==> config.mk <==
export PLATFORM = sky130hd
export DESIGN_NAME = fft_cmul_pipe_flat
export DESIGN_NICKNAME = d
export VERILOG_FILES = /design/src/rtl/fft_cmul_pipe_if.sv /design/src/rtl/fft_cmul_pipe.sv /design/src/flat_wrapper.sv
export SDC_FILE = /design/constraint.sdc
export NUM_CORES = 2
export LEC_CHECK = 0
export BUFFER_PORTS_ARGS = -buffer_cell sky130_fd_sc_hd__buf_4
export CAP_MARGIN = 20
export CORE_ASPECT_RATIO = 1.5
export CORE_MARGIN = 3
export CORE_UTILIZATION = 49
export CTS_CLUSTER_SIZE = 24
export DETAILED_ROUTE_END_ITERATION = 10
export PLACE_DENSITY = 0.7
export SYNTH_ARGS = -nofsm -noshare
export SYNTH_HDL_FRONTEND = slang
export SYNTH_SLANG_ARGS = --single-unit
==> constraint.sdc <==
create_clock -name clk -period 12.7 [get_ports clk]
set_input_delay 1.27 -clock clk [delete_from_list [all_inputs] [get_ports clk]]
set_output_delay 1.27 -clock clk [all_outputs]
set_load 0.05 [all_outputs]
==> src/rtl/fft_cmul_pipe_if.sv <==
// Handshake and data bundle for the pipelined complex twiddle multiplier.
// master = producer/consumer side, slave = the multiplier itself.
interface fft_cmul_pipe_if #(
  parameter int DW   = 17,
  parameter int TW   = 8,
  parameter int TAGW = 4
);
  logic                   in_valid;
  logic                   in_ready;
  logic signed [DW-1:0]   in_re;
  logic signed [DW-1:0]   in_im;
  logic signed [TW-1:0]   tw_re;
  logic signed [TW-1:0]   tw_im;
  logic [TAGW-1:0]        in_tag;
  logic                   round_en;
  logic                   sat_en;
  logic                   out_valid;
  logic                   out_ready;
  logic signed [DW-1:0]   out_re;
  logic signed [DW-1:0]   out_im;
  logic [TAGW-1:0]        out_tag;
  logic                   ovf;
  logic                   ovf_clr;

  modport master (
    output in_valid, in_re, in_im, tw_re, tw_im, in_tag, round_en, sat_en,
    output out_ready, ovf_clr,
    input  in_ready, out_valid, out_re, out_im, out_tag, ovf
  );

  modport slave (
    input  in_valid, in_re, in_im, tw_re, tw_im, in_tag, round_en, sat_en,
    input  out_ready, ovf_clr,
    output in_ready, out_valid, out_re, out_im, out_tag, ovf
  );
endinterface

==> src/rtl/fft_cmul_pipe.sv <==
// Three-stage pipelined complex multiply (data x twiddle) with per-sample
// rounding/saturation, global-stall valid/ready flow control and sticky overflow.
module fft_cmul_pipe #(
  parameter int DW   = 17,
  parameter int TW   = 8,
  parameter int TAGW = 4
) (
  input logic            clk,
  input logic            rst_n,
  fft_cmul_pipe_if.slave bus
);
  localparam int PW = DW + TW;
  localparam int SW = DW + TW + 1;
  localparam int RW = DW + 2;
  localparam logic signed [SW-1:0] HALF = SW'(1) << (TW - 2);
  localparam logic signed [RW-1:0] MAXV = {3'b000, {(DW-1){1'b1}}};
  localparam logic signed [RW-1:0] MINV = {3'b111, {(DW-1){1'b0}}};

  logic                 en;

  logic                 s1_valid_q;
  logic signed [DW-1:0] s1_re_q, s1_im_q;
  logic signed [TW-1:0] s1_twr_q, s1_twi_q;
  logic [TAGW-1:0]      s1_tag_q;
  logic                 s1_rnd_q, s1_sat_q;

  logic                 s2_valid_q;
  logic signed [PW-1:0] p_rr_q, p_ii_q, p_ri_q, p_ir_q;
  logic signed [PW-1:0] p_rr_d, p_ii_d, p_ri_d, p_ir_d;
  logic [TAGW-1:0]      s2_tag_q;
  logic                 s2_rnd_q, s2_sat_q;

  logic signed [SW-1:0] sum_re_d, sum_im_d;
  logic [DW-1:0]        re_d, im_d;
  logic                 ovf_re_d, ovf_im_d;

  logic                 out_valid_q;
  logic signed [DW-1:0] out_re_q, out_im_q;
  logic [TAGW-1:0]      out_tag_q;
  logic                 ovf_q, ovf_d;

  // Returns {overflow, result}: round, floor-shift back to Q1.(DW-1), then clamp or wrap.
  function automatic logic [DW:0] scale(input logic signed [SW-1:0] s,
                                        input logic rnd, input logic sat);
    logic signed [SW-1:0] r;
    logic signed [RW-1:0] sh;
    logic                 hi, lo;
    logic [DW-1:0]        v;
    r  = rnd ? s + HALF : s;
    sh = RW'(r >>> (TW - 1));
    hi = sh > MAXV;
    lo = sh < MINV;
    if (sat && hi)      v = {1'b0, {(DW-1){1'b1}}};
    else if (sat && lo) v = {1'b1, {(DW-1){1'b0}}};
    else                v = sh[DW-1:0];
    return {hi || lo, v};
  endfunction

  assign en           = !out_valid_q || bus.out_ready;
  assign bus.in_ready = en;

  assign p_rr_d = PW'(s1_re_q) * PW'(s1_twr_q);
  assign p_ii_d = PW'(s1_im_q) * PW'(s1_twi_q);
  assign p_ri_d = PW'(s1_re_q) * PW'(s1_twi_q);
  assign p_ir_d = PW'(s1_im_q) * PW'(s1_twr_q);

  always_comb begin
    sum_re_d = SW'(p_rr_q) - SW'(p_ii_q);
    sum_im_d = SW'(p_ri_q) + SW'(p_ir_q);
    {ovf_re_d, re_d} = scale(sum_re_d, s2_rnd_q, s2_sat_q);
    {ovf_im_d, im_d} = scale(sum_im_d, s2_rnd_q, s2_sat_q);
  end

  // Set has priority over clear; clear works even while the pipe is stalled.
  always_comb begin
    ovf_d = ovf_q;
    if (bus.ovf_clr) ovf_d = 1'b0;
    if (en && s2_valid_q && (ovf_re_d || ovf_im_d)) ovf_d = 1'b1;
  end

  always_ff @(posedge clk or negedge rst_n) begin
    if (!rst_n) begin
      s1_valid_q  <= 1'b0;
      s1_re_q     <= '0;
      s1_im_q     <= '0;
      s1_twr_q    <= '0;
      s1_twi_q    <= '0;
      s1_tag_q    <= '0;
      s1_rnd_q    <= 1'b0;
      s1_sat_q    <= 1'b0;
      s2_valid_q  <= 1'b0;
      p_rr_q      <= '0;
      p_ii_q      <= '0;
      p_ri_q      <= '0;
      p_ir_q      <= '0;
      s2_tag_q    <= '0;
      s2_rnd_q    <= 1'b0;
      s2_sat_q    <= 1'b0;
      out_valid_q <= 1'b0;
      out_re_q    <= '0;
      out_im_q    <= '0;
      out_tag_q   <= '0;
    end else if (en) begin
      s1_valid_q  <= bus.in_valid;
      s1_re_q     <= bus.in_re;
      s1_im_q     <= bus.in_im;
      s1_twr_q    <= bus.tw_re;
      s1_twi_q    <= bus.tw_im;
      s1_tag_q    <= bus.in_tag;
      s1_rnd_q    <= bus.round_en;
      s1_sat_q    <= bus.sat_en;
      s2_valid_q  <= s1_valid_q;
      p_rr_q      <= p_rr_d;
      p_ii_q      <= p_ii_d;
      p_ri_q      <= p_ri_d;
      p_ir_q      <= p_ir_d;
      s2_tag_q    <= s1_tag_q;
      s2_rnd_q    <= s1_rnd_q;
      s2_sat_q    <= s1_sat_q;
      out_valid_q <= s2_valid_q;
      out_re_q    <= re_d;
      out_im_q    <= im_d;
      out_tag_q   <= s2_tag_q;
    end
  end

  always_ff @(posedge clk or negedge rst_n) begin
    if (!rst_n) ovf_q <= 1'b0;
    else        ovf_q <= ovf_d;
  end

  assign bus.out_valid = out_valid_q;
  assign bus.out_re    = out_re_q;
  assign bus.out_im    = out_im_q;
  assign bus.out_tag   = out_tag_q;
  assign bus.ovf       = ovf_q;
endmodule

==> src/flat_wrapper.sv <==
// flat-port wrapper written by rule: the top's interface ports become plain ports
module fft_cmul_pipe_flat 
#(
  parameter int DW   = 17,
  parameter int TW   = 8,
  parameter int TAGW = 4
)
  (clk, rst_n, bus_in_valid, bus_in_re, bus_in_im, bus_tw_re, bus_tw_im, bus_in_tag, bus_round_en, bus_sat_en, bus_out_ready, bus_ovf_clr, bus_in_ready, bus_out_valid, bus_out_re, bus_out_im, bus_out_tag, bus_ovf);
  fft_cmul_pipe_if #(.DW(DW), .TW(TW), .TAGW(TAGW)) bus_i ();
  input logic clk;
  input logic rst_n;
  input wire logic [$bits(bus_i.in_valid)-1:0] bus_in_valid;
  input wire logic [$bits(bus_i.in_re)-1:0] bus_in_re;
  input wire logic [$bits(bus_i.in_im)-1:0] bus_in_im;
  input wire logic [$bits(bus_i.tw_re)-1:0] bus_tw_re;
  input wire logic [$bits(bus_i.tw_im)-1:0] bus_tw_im;
  input wire logic [$bits(bus_i.in_tag)-1:0] bus_in_tag;
  input wire logic [$bits(bus_i.round_en)-1:0] bus_round_en;
  input wire logic [$bits(bus_i.sat_en)-1:0] bus_sat_en;
  input wire logic [$bits(bus_i.out_ready)-1:0] bus_out_ready;
  input wire logic [$bits(bus_i.ovf_clr)-1:0] bus_ovf_clr;
  output wire logic [$bits(bus_i.in_ready)-1:0] bus_in_ready;
  output wire logic [$bits(bus_i.out_valid)-1:0] bus_out_valid;
  output wire logic [$bits(bus_i.out_re)-1:0] bus_out_re;
  output wire logic [$bits(bus_i.out_im)-1:0] bus_out_im;
  output wire logic [$bits(bus_i.out_tag)-1:0] bus_out_tag;
  output wire logic [$bits(bus_i.ovf)-1:0] bus_ovf;
  assign bus_i.in_valid = bus_in_valid;
  assign bus_i.in_re = bus_in_re;
  assign bus_i.in_im = bus_in_im;
  assign bus_i.tw_re = bus_tw_re;
  assign bus_i.tw_im = bus_tw_im;
  assign bus_i.in_tag = bus_in_tag;
  assign bus_i.round_en = bus_round_en;
  assign bus_i.sat_en = bus_sat_en;
  assign bus_i.out_ready = bus_out_ready;
  assign bus_i.ovf_clr = bus_ovf_clr;
  assign bus_in_ready = bus_i.in_ready;
  assign bus_out_valid = bus_i.out_valid;
  assign bus_out_re = bus_i.out_re;
  assign bus_out_im = bus_i.out_im;
  assign bus_out_tag = bus_i.out_tag;
  assign bus_ovf = bus_i.ovf;
  fft_cmul_pipe #(.DW(DW), .TW(TW), .TAGW(TAGW)) u_core (.clk(clk), .rst_n(rst_n), .bus(bus_i));
endmodule
==> flow_summary.ini <==
[clock_network]
htreeDepth = 1
cts_buffers = 25
clkTransAtPathRegs_ps = 60
clock_sinks = 204
cts_root_buf = clkbuf_16
cts_tree = done
clock_latency_ps = 560
post-cts-setup-buffers = 0
holdBufCountCts = 0
ctsResizeCount = 0
cts_buffer_depth = 3

[route]
met3_wirelength_mm = 3.34
vias = 22600
m1WireLength_mm = 28.2
vias_per_cell = 5.34
wirelength_mm = 70.9
top_layer_used = met5
drtAntennaViolNets = 0
drc = 0
wl_met2_mm = 35.7
dr.pass1.iters = 6
drtIter0Drc = 1347
wl_per_cell_um = 16.8

[synthesis]
synth.distinct_cells = 91
synth_edf_count = 0
syn_area_sq_mm = 0.0300
synth.ff_latch_count = 204
yosysSeqAreaShare_pct = 17.0
ys_async_sr_fraction_pct = 100
yosysWarnings = 0
synth_fp_nets = 4159
synthCells = 3424
synthFlopType = dfrtp_1
syn_avg_cell_area_sq_um = 8.76

[sta]
hold_violations = 0
worst_pin_slew_ps = 940
setup_viol = 0
min_period_ps = 6360
rsz0062_at_grt = no
fmax_mhz = 157
timing.final.crit_share_pct = 50.1
tns_ps = 0
clock_skew_ps = 15.2
max_slew_margin_pct = 37.4
maxSlewViolCount = 0
whs_ps = 465

[place]
io_buffers = 101
dpl.hpwl_mm = 55.1
globalplace.congestion = 0.853
placed_area_sq_mm = 0.0314

[grt]
grt_pass1_wl_mm = 118
grt_pass1_vias = 23200
track_usage_pct = 22.5
grt_antenna_before_repair = 5
grt_remaining_overflow = 0
grt_start_max_net_pins = 95

[layout]
nets = 4162
area_delta_synth_final_pct = 7.23
design_area_sq_mm = 0.0322
final_layout_size_suffix_gt1_share_pct = 6.76
finish.utilization_pct = 53.4

[setup_path]
critPathTopFamily = compound AO/OA/AOI/OAI gates
arrival_ps = 6790
startpoint_type = register
required_ps = 13140
critPathBufInv = 4
path_cells = buf_4 -> nand2_1 -> fa_1 -> fa_1 -> inv_1 -> fa_1 -> inv_1 -> fa_1 -> inv_1 -> ha_1 -> o21ai_0 -> a21boi_0 -> o21ai_0 -> a21boi_0 -> o21a_1 -> nor2_1 -> o211a_1 -> o311ai_0 -> nand2_1 -> a2111oi_0 -> nor3_1 -> o31a_1
path_class = register to register
cpMaxStageDelayCell = dfrtp_1
max_stage_delay_ps = 660
path_max_fanout = 20
cp-end-kind = register
timing.critical_path.mode_cell = fa_1

[worst_hold_path]
hold_class = register to register

[die]
die_y_um = 309
fp.dieArea_sq_mm = 0.0643
die_w_um = 208
start_util_pct = 49.8
num_io_pins = 102
rows = 110
coreArea_sq_mm = 0.0603

[job]
drv_cap = 0

[run_status]
status = finished, final reports clean
[stage by stage]
stage | setup slack (ps) | cells
2_1_floorplan | 7030 | 3424
3_3_place_gp | 6530 | 4184
3_5_place_dp | 6420 | 4184
4_1_cts | 6380 | 4229
5_1_grt | 5800 | 4229
6_report | 6340 | 4231
[registers in the layout, indices dropped and copies added, names as in the netlist, 8 cells and up]
register           flops
u_core.p_ii_q         25
u_core.p_ir_q         25
u_core.p_ri_q         25
u_core.p_rr_q         25
u_core.bus.out_im     17
u_core.bus.out_re     17
u_core.s1_im_q        17
u_core.s1_re_q        17
u_core.s1_twi_q        8
u_core.s1_twr_q        8
[layer usage]
| metal | global-route usage (%) | vias up |
|---|---|---|
| met5 | 0 | - |
| met4 | 10.0 | 4 |
| met3 | 2.90 | 157 |
| met2 | 40.3 | 525 |
| met1 | 27.1 | 11200 |
| li1 | - | 10700 |
[synthesized netlist by cell type, types with 16 or more instances]
| master | instances | area [sq um] |
|---|---|---|
| nand3_1 | 23 | 115 |
| dfrtp_1 | 204 | 5100 |
| inv_1 | 592 | 2220 |
| fa_1 | 436 | 8730 |
| nand2b_1 | 75 | 469 |
| nand2_1 | 486 | 1820 |
| ha_1 | 238 | 2980 |
| a21o_1 | 22 | 165 |
| a31oi_1 | 36 | 225 |
| o31ai_1 | 19 | 143 |
| nor3_1 | 44 | 220 |
| a21oi_1 | 105 | 526 |
| o22a_1 | 16 | 140 |
| and2_1 | 337 | 2110 |
| and3_1 | 16 | 100 |
| or3_1 | 17 | 106 |
| nor2_1 | 158 | 593 |
| clkbuf_1 | 136 | 510 |
| xnor2_1 | 96 | 841 |
| xor2_1 | 53 | 464 |
| o21ai_0 | 80 | 400 |
[path summary, 6_finish.rpt]
kind                                    startpoint  slack, ps            endpoint  cells after the start
worst max-delay path            u_core.s1_twr_q[1]       6340   u_core.p_ir_q[24]                     22
worst min-delay path              u_core.p_rr_q[0]        460    u_core.p_rr_q[0]                      2
worst max register to register  u_core.s1_twr_q[1]       6340   u_core.p_ir_q[24]                     22
worst min register to register    u_core.p_rr_q[0]        460    u_core.p_rr_q[0]                      2
max in group asynchronous                    rst_n      10610   u_core.s1_re_q[0]                      2
min in group asynchronous                    rst_n        690  u_core.s1_im_q[15]                      1
[cells in the final DEF (no fill, tap or decap), drive strengths merged, types with 10 or more instances in the layout]
master,instances
fa,436
nand2b,75
nor2,158
and3,17
xor2,53
nand2,496
nor3,44
a21o,23
o22a,16
o31ai,19
xnor2,96
or3,18
o21a,12
and2,337
inv,597
ha,238
dfrtp,204
o21ai,86
nor2b,13
nand4,12
o211ai,16
a31oi,37
buf,127
clkbuf,29
clkinv,10
nand3,23
a21oi,120
[logic make-up (layout without fill, tap and decap cells)]
| group | Yosys count | count (layout) | synth area share [%] |
|---|---|---|---|
| flip-flops | 204 | 204 | 17.0 |
| other | 0 | 2 | 0 |
| XOR/XNOR | 149 | 149 | 4.35 |
| buffers and inverters | 746 | 767 | 9.46 |
| adder cells (fa/ha/maj) | 675 | 675 | 39.0 |
| multiplexers | 2 | 2 | 0.0667 |
| AND/OR/NAND/NOR | 1228 | 1228 | 20.3 |
| AO/OA/AOI/OAI | 420 | 420 | 9.74 |
[worst register-to-register path: stages (launching register included)]
cell and delay (ps):
dfrtp_1 660, buf_4 320, nand2_1 100, fa_1 480, fa_1 510, inv_1 60, fa_1 530, inv_1 50
fa_1 470, inv_1 40, ha_1 280, o21ai_0 110, a21boi_0 280, o21ai_0 150, a21boi_0 260, o21a_1 140
nor2_1 70, o211a_1 260, o311ai_0 440, nand2_1 150, a2111oi_0 560, nor3_1 90, o31a_1 250
[final cells by class]
cell class,instances,area [sq um]
timing repair buffer,127,961
tap,784,981
clock buffer,29,651
fill,5642,28100
multi-input combinational,2474,22100
antenna,2,5.00
sequential,204,5100
clock inverter,16,161
inverter,595,2240
Power is left out: the tool's default activity adds up to more than one toggle a clock period on the data nets, which glitch-free logic cannot reach.
